===== src/rtl/lzrw1_stream_unpacker_pkg.sv =====
// rtl/lzrw1_stream_unpacker_pkg.sv - shared types and constants for the LZRW1 stream unpacker
// Purpose: FSM state encoding, control-byte geometry, item kind encoding and
//          the registered item record presented to the decompressor.
// Ports:   none (package).
package lzrw1_pkg;

  typedef enum logic [2:0] {
    S_CTRL,
    S_BYTE0,
    S_BYTE1,
    S_PRESENT,
    S_GAP
  } state_t;

  localparam int   CTRL_BITS = 8;
  localparam logic LITERAL   = 1'b0;
  localparam logic COPY      = 1'b1;

  typedef struct packed {
    logic [15:0] data;
    logic        is_copy;
    logic        last;
  } item_t;

endpackage


===== src/rtl/lzrw1_stream_unpacker_if.sv =====
// rtl/lzrw1_stream_unpacker_if.sv - byte-in / item-out handshake bundle for the unpacker
// Purpose: groups the compressed byte stream and the decompressor item port.
// Ports (signals):
//   in_byte/in_valid/in_last/in_ready         compressed byte stream
//   data_out/control_bit_out/data_out_valid/
//   data_out_last/decompressor_busy           item handoff to the decompressor
// Modports: master = unpacker side, slave = byte source + decompressor side.
interface lzrw1_stream_unpacker_if;

  logic [7:0]  in_byte;
  logic        in_valid;
  logic        in_last;
  logic        in_ready;
  logic [15:0] data_out;
  logic        control_bit_out;
  logic        data_out_valid;
  logic        data_out_last;
  logic        decompressor_busy;

  modport master (
    input  in_byte, in_valid, in_last, decompressor_busy,
    output in_ready, data_out, control_bit_out, data_out_valid, data_out_last
  );

  modport slave (
    output in_byte, in_valid, in_last, decompressor_busy,
    input  in_ready, data_out, control_bit_out, data_out_valid, data_out_last
  );

endinterface


===== src/rtl/lzrw1_stream_unpacker.sv =====
// rtl/lzrw1_stream_unpacker.sv - splits an LZRW1 byte stream into literal/copy items
// Purpose: consumes control bytes and their up-to-8 items, presents each item
//          as a registered {data, control bit, last} triple paced by decompressor_busy.
// Ports:
//   clock          rising-edge clock
//   reset          asynchronous active-low reset
//   bus            master side of lzrw1_stream_unpacker_if (byte in, item out)
//   frame_done     one-cycle pulse when a frame has been fully handled
//   format_error   sticky: frame ended on the first byte of a copy token
//   items_emitted  saturating count of items accepted by the decompressor
module lzrw1_stream_unpacker
  import lzrw1_pkg::*;
#(
  parameter int ITEM_COUNT_WIDTH = 16,
  parameter bit COPY_MSB_FIRST   = 1'b1
) (
  input  logic                        clock,
  input  logic                        reset,
  lzrw1_stream_unpacker_if.master     bus,
  output logic                        frame_done,
  output logic                        format_error,
  output logic [ITEM_COUNT_WIDTH-1:0] items_emitted
);

  state_t      state;
  logic [2:0]  bit_idx;
  logic [7:0]  ctrl_sr;    // control byte, shifted left so bit 7 is always the current item
  logic [7:0]  hold_byte;  // first byte of a copy token
  item_t       item_q;
  logic        in_ready_q;
  logic        valid_q;
  logic        xfer;

  assign xfer                = bus.in_valid & in_ready_q;
  assign bus.in_ready        = in_ready_q;
  assign bus.data_out        = item_q.data;
  assign bus.control_bit_out = item_q.is_copy;
  assign bus.data_out_last   = item_q.last;
  assign bus.data_out_valid  = valid_q;

  always_ff @(posedge clock or negedge reset) begin
    if (!reset) begin
      state         <= S_CTRL;
      bit_idx       <= 3'd0;
      ctrl_sr       <= 8'h00;
      hold_byte     <= 8'h00;
      item_q        <= '0;
      in_ready_q    <= 1'b0;
      valid_q       <= 1'b0;
      frame_done    <= 1'b0;
      format_error  <= 1'b0;
      items_emitted <= '0;
    end else begin
      frame_done <= 1'b0;
      case (state)
        S_CTRL: begin
          // in_ready comes up one cycle after reset release
          in_ready_q <= 1'b1;
          if (xfer) begin
            if (bus.in_last) begin
              frame_done <= 1'b1;
            end else begin
              ctrl_sr <= bus.in_byte;
              bit_idx <= 3'd0;
              state   <= S_BYTE0;
            end
          end
        end
        S_BYTE0: begin
          if (xfer) begin
            if (ctrl_sr[7] == LITERAL) begin
              item_q     <= '{data: {8'h00, bus.in_byte}, is_copy: LITERAL, last: bus.in_last};
              valid_q    <= 1'b1;
              in_ready_q <= 1'b0;
              state      <= S_PRESENT;
            end else if (bus.in_last) begin
              // truncated copy token: drop it and close the frame
              format_error <= 1'b1;
              frame_done   <= 1'b1;
              state        <= S_CTRL;
            end else begin
              hold_byte <= bus.in_byte;
              state     <= S_BYTE1;
            end
          end
        end
        S_BYTE1: begin
          if (xfer) begin
            item_q.data    <= COPY_MSB_FIRST ? {hold_byte, bus.in_byte} : {bus.in_byte, hold_byte};
            item_q.is_copy <= COPY;
            item_q.last    <= bus.in_last;
            valid_q        <= 1'b1;
            in_ready_q     <= 1'b0;
            state          <= S_PRESENT;
          end
        end
        S_PRESENT: begin
          if (!bus.decompressor_busy) begin
            valid_q <= 1'b0;
            if (items_emitted != '1) begin
              items_emitted <= items_emitted + ITEM_COUNT_WIDTH'(1);
            end
            frame_done <= item_q.last;
            state      <= S_GAP;
          end
        end
        S_GAP: begin
          // one idle cycle lets the decompressor raise busy before the next item
          in_ready_q  <= 1'b1;
          item_q.last <= 1'b0;
          if (item_q.last || bit_idx == 3'(CTRL_BITS - 1)) begin
            state <= S_CTRL;
          end else begin
            bit_idx <= bit_idx + 3'd1;
            ctrl_sr <= {ctrl_sr[6:0], 1'b0};
            state   <= S_BYTE0;
          end
        end
        default: begin
          state      <= S_CTRL;
          in_ready_q <= 1'b0;
          valid_q    <= 1'b0;
        end
      endcase
    end
  end

endmodule


===== src/flat_wrapper.sv =====
// flat-port wrapper written by rule: the top's interface ports become plain ports
module lzrw1_stream_unpacker_flat import lzrw1_pkg::*;
#(
  parameter int ITEM_COUNT_WIDTH = 16,
  parameter bit COPY_MSB_FIRST   = 1'b1
)
  (clock, reset, frame_done, format_error, items_emitted, bus_in_byte, bus_in_valid, bus_in_last, bus_decompressor_busy, bus_in_ready, bus_data_out, bus_control_bit_out, bus_data_out_valid, bus_data_out_last);
  lzrw1_stream_unpacker_if bus_i ();
  input  logic clock;
  input  logic reset;
  output logic frame_done;
  output logic format_error;
  output logic [ITEM_COUNT_WIDTH-1:0] items_emitted;
  input wire logic [$bits(bus_i.in_byte)-1:0] bus_in_byte;
  input wire logic [$bits(bus_i.in_valid)-1:0] bus_in_valid;
  input wire logic [$bits(bus_i.in_last)-1:0] bus_in_last;
  input wire logic [$bits(bus_i.decompressor_busy)-1:0] bus_decompressor_busy;
  output wire logic [$bits(bus_i.in_ready)-1:0] bus_in_ready;
  output wire logic [$bits(bus_i.data_out)-1:0] bus_data_out;
  output wire logic [$bits(bus_i.control_bit_out)-1:0] bus_control_bit_out;
  output wire logic [$bits(bus_i.data_out_valid)-1:0] bus_data_out_valid;
  output wire logic [$bits(bus_i.data_out_last)-1:0] bus_data_out_last;
  assign bus_i.in_byte = bus_in_byte;
  assign bus_i.in_valid = bus_in_valid;
  assign bus_i.in_last = bus_in_last;
  assign bus_i.decompressor_busy = bus_decompressor_busy;
  assign bus_in_ready = bus_i.in_ready;
  assign bus_data_out = bus_i.data_out;
  assign bus_control_bit_out = bus_i.control_bit_out;
  assign bus_data_out_valid = bus_i.data_out_valid;
  assign bus_data_out_last = bus_i.data_out_last;
  lzrw1_stream_unpacker #(.ITEM_COUNT_WIDTH(ITEM_COUNT_WIDTH), .COPY_MSB_FIRST(COPY_MSB_FIRST)) u_core (.clock(clock), .reset(reset), .bus(bus_i), .frame_done(frame_done), .format_error(format_error), .items_emitted(items_emitted));
endmodule

===== config.mk =====
export PLATFORM = sky130hd
export DESIGN_NAME = lzrw1_stream_unpacker_flat
export DESIGN_NICKNAME = d
export VERILOG_FILES = /design/src/rtl/lzrw1_stream_unpacker_pkg.sv /design/src/rtl/lzrw1_stream_unpacker_if.sv /design/src/rtl/lzrw1_stream_unpacker.sv /design/src/flat_wrapper.sv
export SDC_FILE = /design/constraint.sdc
export NUM_CORES = 1
export LEC_CHECK = 0
export BUFFER_PORTS_ARGS = -buffer_cell sky130_fd_sc_hd__buf_2
export CAP_MARGIN = 15
export CORE_MARGIN = 5
export CORE_UTILIZATION = 25
export DETAILED_ROUTE_END_ITERATION = 12
export PLACE_DENSITY_LB_ADDON = 0.05
export SLEW_MARGIN = 20
export SYNTH_ARGS = -nofsm -noshare
export SYNTH_HDL_FRONTEND = slang
export SYNTH_SLANG_ARGS = --single-unit

===== constraint.sdc =====
create_clock -name clock -period 4.5 [get_ports clock]
set_input_delay 0.225 -clock clock [delete_from_list [all_inputs] [get_ports clock]]
set_output_delay 0.225 -clock clock [all_outputs]
set_load 0.02 [all_outputs]

* After elaboration in Yosys (flattened, before gate mapping)
Cells that the tools add are included.
** Storage, ports and cells
- Bits in registers :: 60
- Output and inout port bits :: 38
** Cells by class
- Reductions and logical operators :: 15
- Multiplexer cells :: 37
- Add/sub/neg operators :: 2
- Equal/unequal tests :: 13
- Bitwise gates (word level) :: 5
** Operators by type and width (number)
- 18-bit 2-to-1 mux :: 3
- 17-bit case mux with 2 select lines :: 1
- 3-bit 2-to-1 mux :: 9
- 8-bit 2-to-1 mux :: 3
- 4-bit AND reduction :: 6
- 16-bit by 1-bit adder with 16-bit output (second input constant) :: 1
- 16-bit != test (second input constant) :: 1
- 8-bit case mux with 2 select lines :: 1
- 3-bit case mux with 5 select lines :: 1
- 1-bit 2-to-1 mux :: 13
- 5-bit AND reduction :: 2
- 2-bit != test (second input constant) :: 4
- 1-bit case mux with 4 select lines :: 2
- 3-bit by 2-bit equality test with 1-bit output (second input constant) :: 2
- 3-bit equality test (second input constant) :: 2
- 2-bit by 1-bit != test with 1-bit output (second input constant) :: 3
- 1-bit case mux with 3 select lines :: 2
- 3-bit case mux with 2 select lines :: 1
- 1-bit NOT :: 4
- 2-bit nonzero test :: 2
- 3-bit by 1-bit adder with 3-bit output (second input constant) :: 1
- 3-bit by 1-bit equality test with 1-bit output (second input constant) :: 1
- 3-bit zero test :: 1
- 3-bit AND reduction :: 1
- 5 further kinds :: 5

* Longest topological paths before layout
- Depth after elaboration :: 4
- Gate-level depth with buffers :: 7
- Gate-level depth less buffers :: 6

* Worst setup path after synthesis
Ideal clock, no wire load.
- Path type :: register -> register
- From :: reg u_core.items_emitted[0]
- To :: reg u_core.items_emitted[1]
- Path buffers :: 1
- Slack :: 2.741 ns
- Stages on the path, launching flop included :: 7
- Setup time :: 0.125 ns
- Required time :: 4.375 ns
- Period minus slack after synthesis :: 1.759 ns
- Data arrival time :: 1.634 ns
- Path through :: dfrtp_1 ha_1 and4_4 and4bb_1 buf_6 nor2_4 mux2_4
** On the way
- Word-level cells in the longest chain between the ends :: 2
- Elaborated cells on any way between the ends :: 3
** RTL lines
- start, declared :: line lzrw1_stream_unpacker.sv:22 : output logic [ITEM_COUNT_WIDTH-1:0] items_emitted
- start signal, assigned :: line lzrw1_stream_unpacker.sv:101 : items_emitted <= items_emitted + ITEM_COUNT_WIDTH'(1);
- branches (longest 2 deep; another with 16-bit by 1-bit adder with 16-bit output)
Several ways; the timed one is not identified.
A chain may end at the register's enable or synchronous reset.

* Final worst setup path
- From :: reg u_core.state[0]
- To :: reg u_core.items_emitted[9]
** On the way
- Word-level cells in the longest chain between the ends :: 2
** RTL lines
- start, declared :: line lzrw1_stream_unpacker.sv:25 : state_t state;
- start signal, assigned :: line lzrw1_stream_unpacker.sv:43 : state <= S_CTRL;
- start signal, assigned :: line lzrw1_stream_unpacker.sv:65 : state <= S_BYTE0;
- start signal, assigned :: line lzrw1_stream_unpacker.sv:75 : state <= S_PRESENT;
- 3-bit by 2-bit equality test with 1-bit output :: line lzrw1_stream_unpacker.sv:55 : case (state)
- 3-bit AND reduction (no source line)
Every way passes these cells.

==> impl_table.tex <==
\begin{tabular}{lr}
\hline
Metric & Value \\
\hline
\multicolumn{2}{l}{\textbf{Placement}} \\
Cell total after placement & between 400 and 500 \\
Post-DP HPWL & approximately 4.6 mm \\
Weighted congestion at the end of routability-driven global placement & 0.7234 \\
Count of input and output buffers & 50 \\
Setup WS pre-CTS & 2484 ps \\
\multicolumn{2}{l}{\textbf{Route}} \\
Mean routed wirelength per cell & $\sim$16 um \\
Remaining antenna violation count after routing & 0 \\
First DRT Iteration DRCs & 80 \\
Pre-Repair DR Iteration Count & 4 \\
Total Routed Length & about 6.6 mm \\
DRC viols & 0 \\
Via-per-instance ratio & around 4.4 \\
Via count & 1894 \\
\multicolumn{2}{l}{\textbf{Synth}} \\
Number of distinct library cells after synthesis & 51 \\
Number of warnings printed during yosys synthesis & 0 \\
Share of the synthesized area in compound gates (AO/OA/AOI/OAI) & under 10\% \\
Mean post-synth cell area & 12.17 um2 \\
Combined area of all synthesized cells & 0.002750 mm2 \\
Cells after synthesis & $\sim$230 \\
Most common flop cell mapped by yosys & dfrtp\_1 \\
Largest area contributor in the synthesized netlist & dfrtp\_1 \\
Ranking of synthesized cells by area & dfrtp\_1, mux2\_2, xor2\_1, nand2\_1, mux2i\_1 \\
Ranking of synthesized cells by instance count & dfrtp\_1, nand2\_1, xor2\_1 \\
Dominant combinational cell family by area after synthesis & simple AND/OR/NAND/NOR gates \\
Number of nets produced by synthesis & 242 \\
Cell with the most instances after synthesis & dfrtp\_1 \\
Simple-gate share of the synthesized area & roughly 17\% \\
Proportion of synthesized flip-flops having asynchronous set or reset & between 90\% and 100\% \\
Fraction of the yosys area taken by sequential cells & between 50\% and 60\% \\
Yosys top cell area share & between 50\% and 60\% \\
Register bit count reported by yosys & 60 \\
Fraction of synthesized area in multiplexers & 10.01\% \\
EDFF count, synth & 0 \\
Adder and majority cell fraction of the synthesized area & 1.365\% \\
Xor and xnor fraction of the mapped netlist area & 4.777\% \\
\multicolumn{2}{l}{\textbf{Power and ir drop}} \\
Register share of total power & between 40\% and 50\% \\
Fraction of power consumed by combinational cells & a little under a third \\
Maximum ir drop on the vdd rail & around 0.00023 V \\
Internal power & about 0.0012 W \\
Sw Ratio & 37.61\% \\
Total Power Consumption & $\sim$0.0019 W \\
Power density relative to cell area & roughly 570 mW/mm2 \\
Switching component of the power & 0.0007080 W \\
Proportion of power drawn by the clock network & between 20\% and 30\% \\
Static Leakage & around 1.6 nW \\
\multicolumn{2}{l}{\textbf{STA}} \\
Top achievable clock speed & roughly 0.50 GHz \\
Final Max Slew Viols & 0 \\
Final sum of negative setup slack & 0 ps \\
Unrepaired setup endpoints after global routing & false \\
Worst slack on hold paths & roughly 140 ps \\
Relative max-transition margin & 48.76\% \\
Worst Setup Slack, final & approximately 2500 ps \\
Final Cycle Share & roughly 45\% \\
Post-Route Skew & 10.14 ps \\
Minimum clock period & around 2000 ps \\
Number of hold-slack violations in the final timing report & 0 \\
Transition time at the pin with the least slew margin & $\sim$760 ps \\
Final number of setup-violating endpoints & 0 \\
\multicolumn{2}{l}{\textbf{Layout}} \\
Synthesis-to-finish area growth & 20.66\% \\
Fill cell instance count of the final layout & 1129 \\
Final net count & about 300 \\
Antenna cells & 0 \\
Final Non-Filler Cells & 426 \\
Fraction of layout cells with a size suffix above 1 & around 34\% \\
Area of all sequential standard cells & between 0.0015 and 0.002 mm2 \\
Combined area of the multi-input logic cells & 0.001172 mm2 \\
\multicolumn{2}{l}{\textbf{Die}} \\
Core ar. & 0.01079 mm2 \\
Area of the die & about 0.013 mm2 \\
Initial Util & about a quarter \\
Overall die width & between 100 and 150 um \\
Top Ports & between 50 and 60 \\
Rows & 38 \\
Vert. Die Dim & $\sim$110 um \\
\multicolumn{2}{l}{\textbf{Worst setup path}} \\
Reg2Reg Depth & 6 \\
Worst path required time & approximately 4800 ps \\
Endpoint class of the critical path & flip-flop \\
Critical register-to-register path startpoint & u\_core.state[0]\$\_DFFE\_PN0P\_ \\
Critical Path Start Type & flip-flop \\
Setup slack of the worst register-to-register path & about 2500 ps \\
Reg-to-reg critical path endpoint & u\_core.items\_emitted[9]\$\_DFFE\_PN0P\_ \\
Crit path kind & reg -> reg \\
Worst path arrival time & approximately 2300 ps \\
Crit-path max FO & 13 \\
\multicolumn{2}{l}{\textbf{GRT}} \\
Overall global routing resource usage & between 10\% and 20\% \\
Initial antenna violation count & 0 \\
Pin count of the biggest net entering global routing & 44 \\
Number of global-route vias before repair & 2031 \\
Wire length of the first global-routing pass & roughly 11 mm \\
Final global-route overflow total & 0 \\
\multicolumn{2}{l}{\textbf{Hold path}} \\
Min-delay worst type & in -> reg \\
Hold worst-path end & u\_core.hold\_byte[3]\$\_DFFE\_PN0P\_ \\
Worst min-delay path startpoint & bus\_in\_byte[3] \\
Depth of the worst hold-timing path & 2 \\
\multicolumn{2}{l}{\textbf{Clocking}} \\
Cell at the root of the clock tree & clkbuf\_8 \\
Clock sink total & 60 \\
Maximum level of the CTS H-tree & 3 \\
Post-CTS Setup Inserts & 0 \\
Clock transition at path regs & roughly 80 ps \\
Clock latency on the worst-skew pair & between 300 and 400 ps \\
TritonCTS clock tree & done \\
Maximum clock insertion buffer count & 2 \\
Resize count post-CTS & 0 \\
Number of buffers created by CTS & 9 \\
Number of buffers inserted for hold repair after clock tree synthesis & 1 \\
\multicolumn{2}{l}{\textbf{Status}} \\
Outcome & finished clean \\
\multicolumn{2}{l}{\textbf{Run}} \\
Number of max-cap violations & 0 \\
\hline
\end{tabular}
==> kinds of logic after synthesis <==
kind of cell,count (synthesis)
multiplexers,25
XOR/XNOR,15
AO/OA/AOI/OAI,39
AND/OR/NAND/NOR,72
flip-flops,60
buffers and inverters,12
adder cells (fa/ha/maj),3
==> routing by layer <==
metal  wire [um]  track usage (%)
met5           0                0
met4          79            4.460
met3         338            3.421
met2        3108            17.17
met1        3118            13.82
==> power by group through the flow <==
stage               registers [W]  logic (W)  clock network, W
floorplan                0.000921   0.000331                 0
global placement         0.000849   0.000613                 0
finish                   0.000838   0.000597          0.000447
detailed placement       0.000849   0.000611                 0
global route             0.000869   0.000667          0.000492
CTS                      0.000841   0.000614          0.000469
==> cell type report <==
| class | instances | area share (%) |
|---|---|---|
| Clock buffer | 11 | 4.261 |
| Clock inverter | 5 | 1.094 |
| Inverter | 3 | 0.4902 |
| Multi-Input combinational cell | 154 | 35.33 |
| Sequential cell | 60 | 45.25 |
| Tap cell | 140 | 5.279 |
| Timing Repair Buffer | 53 | 8.296 |
==> state kept, by name, summed over array words and instances (netlist names) <==
register                    count
u_core.bus.data_out_last        1
u_core.ctrl_sr                  8
u_core.items_emitted           16
u_core.state                    3
u_core.bus.data_out            16
u_core.format_error             1
u_core.bus.in_ready             1
u_core.frame_done               1
u_core.bus.control_bit_out      1
u_core.hold_byte                8
u_core.bus.data_out_valid       1
u_core.bit_idx                  3
==> through the flow <==
| step | area [um2] | util (%) |
|---|---|---|
| finish | 3318 | 30.74 |
| floorplan | 2750 | - |
| CTS | 3318 | 30.74 |
| global route | 3318 | 30.74 |
| global placement | 3131 | 29.01 |
| detailed placement | 3131 | 29.01 |
==> placed cells by master, fill, tap and decap left out, types with 2 or more instances in the layout <==
cell / Yosys / layout
nand4_1: 3 / 3
clkinvlp_4: 0 / 3
nor2_1: 6 / 6
mux2_1: 3 / 3
nor3b_1: 2 / 2
and2_1: 2 / 2
a21o_1: 3 / 3
buf_4: 2 / 2
inv_1: 2 / 2
xor2_1: 14 / 14
buf_2: 3 / 50
ha_1: 3 / 3
mux2i_1: 8 / 8
nor3_1: 6 / 6
nand3_1: 4 / 4
clkbuf_8: 0 / 10
dfrtp_1: 60 / 60
nand2_1: 24 / 24
nor2b_1: 2 / 2
o21ai_0: 9 / 9
nand2b_1: 3 / 3
nor4_2: 2 / 2
nor3b_2: 2 / 2
and3_1: 4 / 4
o21ai_1: 5 / 5
a22o_1: 9 / 9
mux2_2: 13 / 13
a21oi_1: 5 / 5
==> critical path, stage by stage, from the launching register on <==
cell	delay (ps)
dfrtp_1	590
nor2b_2	270
nand2b_1	370
clkinv_4	180
nand2_4	60
nor4b_2	300
xor2_1	160
==> worst max-delay path by stage <==
stage / to / startpoint / cells after the start
6_report: u_core.items_emitted[9]$_DFFE_PN0P_ / u_core.state[0]$_DFFE_PN0P_ / 6
5_1_grt: u_core.items_emitted[15]$_DFFE_PN0P_ / u_core.state[0]$_DFFE_PN0P_ / 6
4_1_cts: u_core.items_emitted[9]$_DFFE_PN0P_ / u_core.state[0]$_DFFE_PN0P_ / 6
3_5_place_dp: u_core.items_emitted[9]$_DFFE_PN0P_ / u_core.state[0]$_DFFE_PN0P_ / 6
3_3_place_gp: u_core.hold_byte[6]$_DFFE_PN0P_ / u_core.state[2]$_DFFE_PN0P_ / 3
2_1_floorplan: u_core.items_emitted[1]$_DFFE_PN0P_ / u_core.items_emitted[0]$_DFFE_PN0P_ / 6
Power figures use the tool's default switching activity.
